==> src/rtl/edge_det_pkg.sv <==
// Shared types and default parameters for the edge detector bank.
// The edge qualification helper is used by every channel.
package edge_det_pkg;

    typedef enum logic [1:0] {
        EDGE_OFF  = 2'b00,
        EDGE_RISE = 2'b01,
        EDGE_FALL = 2'b10,
        EDGE_BOTH = 2'b11
    } edge_mode_e;

    localparam int DEF_NCH         = 4;
    localparam int DEF_SYNC_STAGES = 2;
    localparam int DEF_DEB_CYCLES  = 4;
    localparam int DEF_CNT_W       = 8;

    function automatic logic edge_qualifies(input edge_mode_e mode, input logic rising);
        logic result;
        result = 1'b0;
        case (mode)
            EDGE_RISE: result = rising;
            EDGE_FALL: result = !rising;
            EDGE_BOTH: result = 1'b1;
            default:   result = 1'b0;
        endcase
        return result;
    endfunction

endpackage

==> src/rtl/edge_det_chan.sv <==
// One channel: synchroniser, debounce, edge qualification, sticky flag
// and saturating event counter.
module edge_det_chan
    import edge_det_pkg::*;
#(
    parameter int SYNC_STAGES = DEF_SYNC_STAGES,
    parameter int DEB_CYCLES  = DEF_DEB_CYCLES,
    parameter int CNT_W       = DEF_CNT_W
) (
    input  logic             clk,
    input  logic             rst_ni,
    input  logic             sig,
    input  edge_mode_e       mode,
    input  logic             clr,
    output logic             level,
    output logic             pulse,
    output logic             pend,
    output logic [CNT_W-1:0] evt_cnt
);

    localparam int DEB_EFF = (DEB_CYCLES < 1) ? 1 : DEB_CYCLES;
    localparam int DW      = $clog2(DEB_EFF) + 1;
    localparam logic [CNT_W-1:0] CNT_MAX = '1;

    logic [SYNC_STAGES-1:0] sync_q;
    logic [DW-1:0]          deb_cnt;
    logic                   synced;
    logic                   differs;
    logic                   toggle;
    logic                   qualified;

    assign synced  = sync_q[SYNC_STAGES-1];
    assign differs = (synced != level);
    assign toggle  = differs && (deb_cnt == DW'(DEB_EFF - 1));
    // The level is about to flip, so a currently-low level means a rising edge.
    assign qualified = toggle && edge_qualifies(mode, !level);

    always_ff @(posedge clk) begin
        if (!rst_ni) begin
            sync_q  <= '0;
            deb_cnt <= '0;
            level   <= 1'b0;
            pulse   <= 1'b0;
            pend    <= 1'b0;
            evt_cnt <= '0;
        end else begin
            sync_q <= {sync_q[SYNC_STAGES-2:0], sig};

            if (!differs || toggle) begin
                deb_cnt <= '0;
            end else begin
                deb_cnt <= deb_cnt + 1'b1;
            end

            if (toggle) begin
                level <= ~level;
            end

            pulse <= qualified;

            // A new edge wins over a coincident clear for both flag and counter.
            if (qualified) begin
                pend <= 1'b1;
            end else if (clr) begin
                pend <= 1'b0;
            end

            if (clr) begin
                evt_cnt <= qualified ? CNT_W'(1) : '0;
            end else if (qualified && (evt_cnt != CNT_MAX)) begin
                evt_cnt <= evt_cnt + 1'b1;
            end
        end
    end

endmodule

==> src/rtl/edge_det_bank.sv <==
// Bank of NCH independent debounced edge detectors sharing one clock and reset.
// Mode and counter fields are sliced per channel from the flat ports.
module edge_det_bank
    import edge_det_pkg::*;
#(
    parameter int NCH         = DEF_NCH,
    parameter int SYNC_STAGES = DEF_SYNC_STAGES,
    parameter int DEB_CYCLES  = DEF_DEB_CYCLES,
    parameter int CNT_W       = DEF_CNT_W
) (
    input  logic                 clk,
    input  logic                 rst_ni,
    input  logic [NCH-1:0]       sig_i,
    input  logic [2*NCH-1:0]     mode_i,
    input  logic [NCH-1:0]       clr_i,
    output logic [NCH-1:0]       level_o,
    output logic [NCH-1:0]       pulse_o,
    output logic [NCH-1:0]       pend_o,
    output logic [NCH*CNT_W-1:0] evt_cnt_o
);

    for (genvar n = 0; n < NCH; n++) begin : g_chan
        edge_det_chan #(
            .SYNC_STAGES(SYNC_STAGES),
            .DEB_CYCLES (DEB_CYCLES),
            .CNT_W      (CNT_W)
        ) u_chan (
            .clk    (clk),
            .rst_ni (rst_ni),
            .sig    (sig_i[n]),
            .mode   (edge_mode_e'(mode_i[2*n +: 2])),
            .clr    (clr_i[n]),
            .level  (level_o[n]),
            .pulse  (pulse_o[n]),
            .pend   (pend_o[n]),
            .evt_cnt(evt_cnt_o[n*CNT_W +: CNT_W])
        );
    end

endmodule
==> config.mk <==
export PLATFORM = sky130hd
export DESIGN_NAME = edge_det_bank
export DESIGN_NICKNAME = d
export VERILOG_FILES = /design/src/rtl/edge_det_pkg.sv /design/src/rtl/edge_det_chan.sv /design/src/rtl/edge_det_bank.sv
export SDC_FILE = /design/constraint.sdc
export NUM_CORES = 1
export LEC_CHECK = 0
export CAP_MARGIN = 20
export CELL_PAD_IN_SITES_DETAIL_PLACEMENT = 0
export CELL_PAD_IN_SITES_GLOBAL_PLACEMENT = 1
export CORE_MARGIN = 5
export CORE_UTILIZATION = 41
export CTS_CLUSTER_SIZE = 40
export DETAILED_ROUTE_END_ITERATION = 16
export PLACE_DENSITY = 0.92
export SYNTH_ARGS = -nofsm -noshare
export SYNTH_HDL_FRONTEND = slang
export SYNTH_SLANG_ARGS = --single-unit
==> constraint.sdc <==
create_clock -name clk -period 3.12 [get_ports clk]
set_input_delay 0.624 -clock clk [delete_from_list [all_inputs] [get_ports clk]]
set_output_delay 0.624 -clock clk [all_outputs]
set_load 0.005 [all_outputs]
==> impl_metrics.py <==
metrics = {
    "floorplan": {
        "core_sq_um": 7140,
        "start_util_pct": 41.7,
        "ios": 62,
        "die_w_microns": 95.2,
        "die_h_microns": 95.2,
        "placementRows": 31,
        "fp.dieArea_sq_um": 9050,
    },
    "job": {
        "drv_cap": 0,
    },
    "place": {
        "io_buffers": 61,
        "gp_congestion": 0.823,
        "place_ws_ns": 0.882,
        "dpl.hpwl_microns": 4650,
    },
    "detailed_routing": {
        "detail_route.wl_per_cell_microns": 13.2,
        "via_per_inst": 5.31,
        "initialDrtViolationCount": 82,
        "drtAntennaViolNets": 0,
        "vias": 2597,
        "first_pass_iters": 4,
        "drt-total-wl_microns": 6450,
        "drc": 0,
    },
    "power_and_ir_drop": {
        "power.density_nw_per_um2": 420,
        "internal-power_mw": 1.26,
        "net-switching-power_mw": 0.333,
        "leakage_nw": 1.47,
        "power_frac_seq_pct": 51.8,
        "p_sw_share_pct": 20.8,
        "clkPwrFrac_pct": 44.9,
        "irDropWorstVdd_mv": 0.272,
        "p_comb_share_pct": 3.2,
    },
    "synthesis": {
        "syn-num-nets": 359,
        "synthesis.area_sq_um": 2970,
        "syn_inst": 329,
        "syn_area_per_cell_sq_um": 9.04,
        "synth_cell_types": 44,
        "yosysWarnings": 0,
        "ys_ff_latch": 64,
        "ys_seq_area_share_pct": 43.1,
    },
    "timing": {
        "min_period_over_period_pct": 63.6,
        "fmax_ghz": 0.504,
        "finalHoldViolCount": 0,
        "maxSlewViolCount": 0,
        "setup_viol": 0,
        "slew_headroom_pct": 48.5,
        "skew_ns": 0.00827,
        "worst_pin_slew_ns": 0.769,
        "fin_setup_tns_ns": 0,
        "final.setup.worst_slack_ns": 1.14,
        "post-route-min-period_ns": 1.98,
        "rsz0062_at_grt": "false",
    },
    "critical_path": {
        "slowest_delay_ns": 0.58,
        "cp_top_family": "compound AO/OA/AOI/OAI gates",
        "cp_data_required_time_ns": 3.39,
        "cp_cell_sequence": "ha_1, ha_1, and4b_1, a31oi_1, o21ai_0, a21oi_1",
        "cp_num_buf_inv": 0,
        "cp-start-kind": "flop",
        "worstPathMaxFanout": 11,
        "endpoint_kind": "flop",
        "crit_type": "flop to flop",
        "critical_path.most_common_cell": "ha_1",
        "crit_slowest_cell": "a31oi_1",
        "arrival_ns": 2.25,
    },
    "global_route": {
        "grt_pass1_vias": 2421,
        "antenna_found_initial": 0,
        "grt_pass1_wl_microns": 10800,
        "grt_use_total_pct": 15.1,
        "grt-ovfl-total": 0,
        "grt_start_max_net_pins": 17,
    },
    "cts": {
        "clkLatencyLatePin_ns": 0.33,
        "clock-sinks": 64,
        "hold_buffers": 0,
        "numCtsBuffers": 9,
        "htreeDepth": 3,
        "cts-resized-gates": 0,
        "clockBufferDepth": 2,
        "cts_setup_buffers": 0,
        "cts_root_buf": "clkbuf_8",
        "path_clk_slew_ns": 0.07,
        "cts_tree": "done",
    },
    "run_status": {
        "outcome": "finished clean",
    },
    "finish": {
        "nNetsFinal": 415,
        "final_cell_mix": "dfxtp_1 (64), clkdlybuf4s50_1 (61), nand2_1 (24)",
        "final_common_cell": "dfxtp_1",
        "syn2layout_area_growth_pct": 27.9,
        "n_antenna_cell": 0,
        "fillCellCount": 698,
        "drive_gt1_share_pct": 5.38,
    },
    "hold_path": {
        "holdCritPathClass": "flop to flop",
    },
}
## flip-flops by register name, indices dropped and copies added, names as in the netlist
register,flops
g_chan.u_chan.pulse,4
g_chan.u_chan.evt_cnt,32
g_chan.u_chan.level,4
g_chan.u_chan.pend,4
g_chan.u_chan.deb_cnt,12
g_chan.u_chan.sync_q,8
## logic make-up after synthesis
| logic type | Yosys count | synth area share (%) |
|---|---|---|
| buf+inv | 36 | 6.36 |
| simple gates | 138 | 26.9 |
| fa+ha+maj | 12 | 5.05 |
| mux | 4 | 1.35 |
| flops | 64 | 43.1 |
| xor+xnor | 4 | 1.18 |
| compound gates | 71 | 16.1 |
## power by group through the flow
stage | logic (mW) | registers, mW | clock network (mW)
4_1_cts | 0.0526 | 0.827 | 0.741
2_1_floorplan | 0.0219 | 0.844 | 0
3_5_place_dp | 0.0523 | 0.846 | 0
6_report | 0.0517 | 0.827 | 0.717
5_1_grt | 0.0578 | 0.827 | 0.782
3_3_place_gp | 0.0523 | 0.845 | 0
## cell usage after synthesis, drive strengths merged
master,count,area share [%]
or4,4,1.0
nand4b,6,1.8
ha,12,5.1
nand2,24,3.0
buf,14,3.6
a31oi,6,1.3
a21bo,1,0.34
dfxtp,64,43
a211o,1,0.29
o21a,3,0.76
o21ai,13,2.2
xor2,4,1.2
nor2b,11,2.3
nand3,10,1.7
o311ai,3,0.88
nand2b,3,0.63
a21oi,18,3.0
a31o,2,0.59
o31ai,5,1.3
nor3,5,0.84
nand4,6,1.3
a41oi,2,0.59
a41o,3,1.0
a211oi,5,1.3
a21boi,1,0.25
inv,17,2.1
nor4,2,0.42
a21o,2,0.50
or3,3,0.67
nand3b,6,1.5
o41ai,3,0.88
mux2i,4,1.3
and3,14,2.9
o2111ai,2,0.59
o2111a,1,0.38
and4b,5,1.7
and4,5,1.5
nor4b,2,0.59
and2,12,2.5
nor2,20,2.5
clkbuf,5,0.63
## routing by layer
layer,wire length (microns),GRT usage (%),up-vias
li1,-,-,1312
met1,2950,18.9,1197
met2,3030,24.0,80
met3,374,3.55,8
met4,95,8.05,0
met5,0,0,-
## per-stage QoR
step	util (%)	cell area (sq um)	hold slack (ns)	cells	power [mW]
after detailed placement	50.5	3600	0.413	473	0.898
after global placement	50.5	3600	0.408	473	0.898
after CTS	53.3	3800	0.423	489	1.62
after global routing	53.3	3800	0.436	489	1.67
final	53.3	3800	0.417	489	1.60
after floorplan	-	2970	0.399	329	0.866
## path summary, 6_finish.rpt
check | end | slack, ns | cells past startpoint | start
setup reg to reg | g_chan[2].u_chan.evt_cnt[1] | 1.14 | 6 | g_chan[2].u_chan.deb_cnt[0]
hold reg to reg | g_chan[2].u_chan.deb_cnt[0] | 0.42 | 1 | g_chan[2].u_chan.deb_cnt[0]
setup / recovery | g_chan[2].u_chan.evt_cnt[1] | 1.14 | 6 | g_chan[2].u_chan.deb_cnt[0]
hold / removal | g_chan[2].u_chan.deb_cnt[0] | 0.42 | 1 | g_chan[2].u_chan.deb_cnt[0]
## area by class of cell
type | count | area (sq um) | area share [%]
multi-input combinational | 229 | 1500 | 39.5
tap | 99 | 124 | 3.26
clock buffer | 13 | 159 | 4.18
timing repair buffer | 64 | 633 | 16.6
clock inverter | 3 | 40.0 | 1.05
inverter | 17 | 63.8 | 1.68
sequential | 64 | 1280 | 33.7
(Power assumes the default switching activity.)
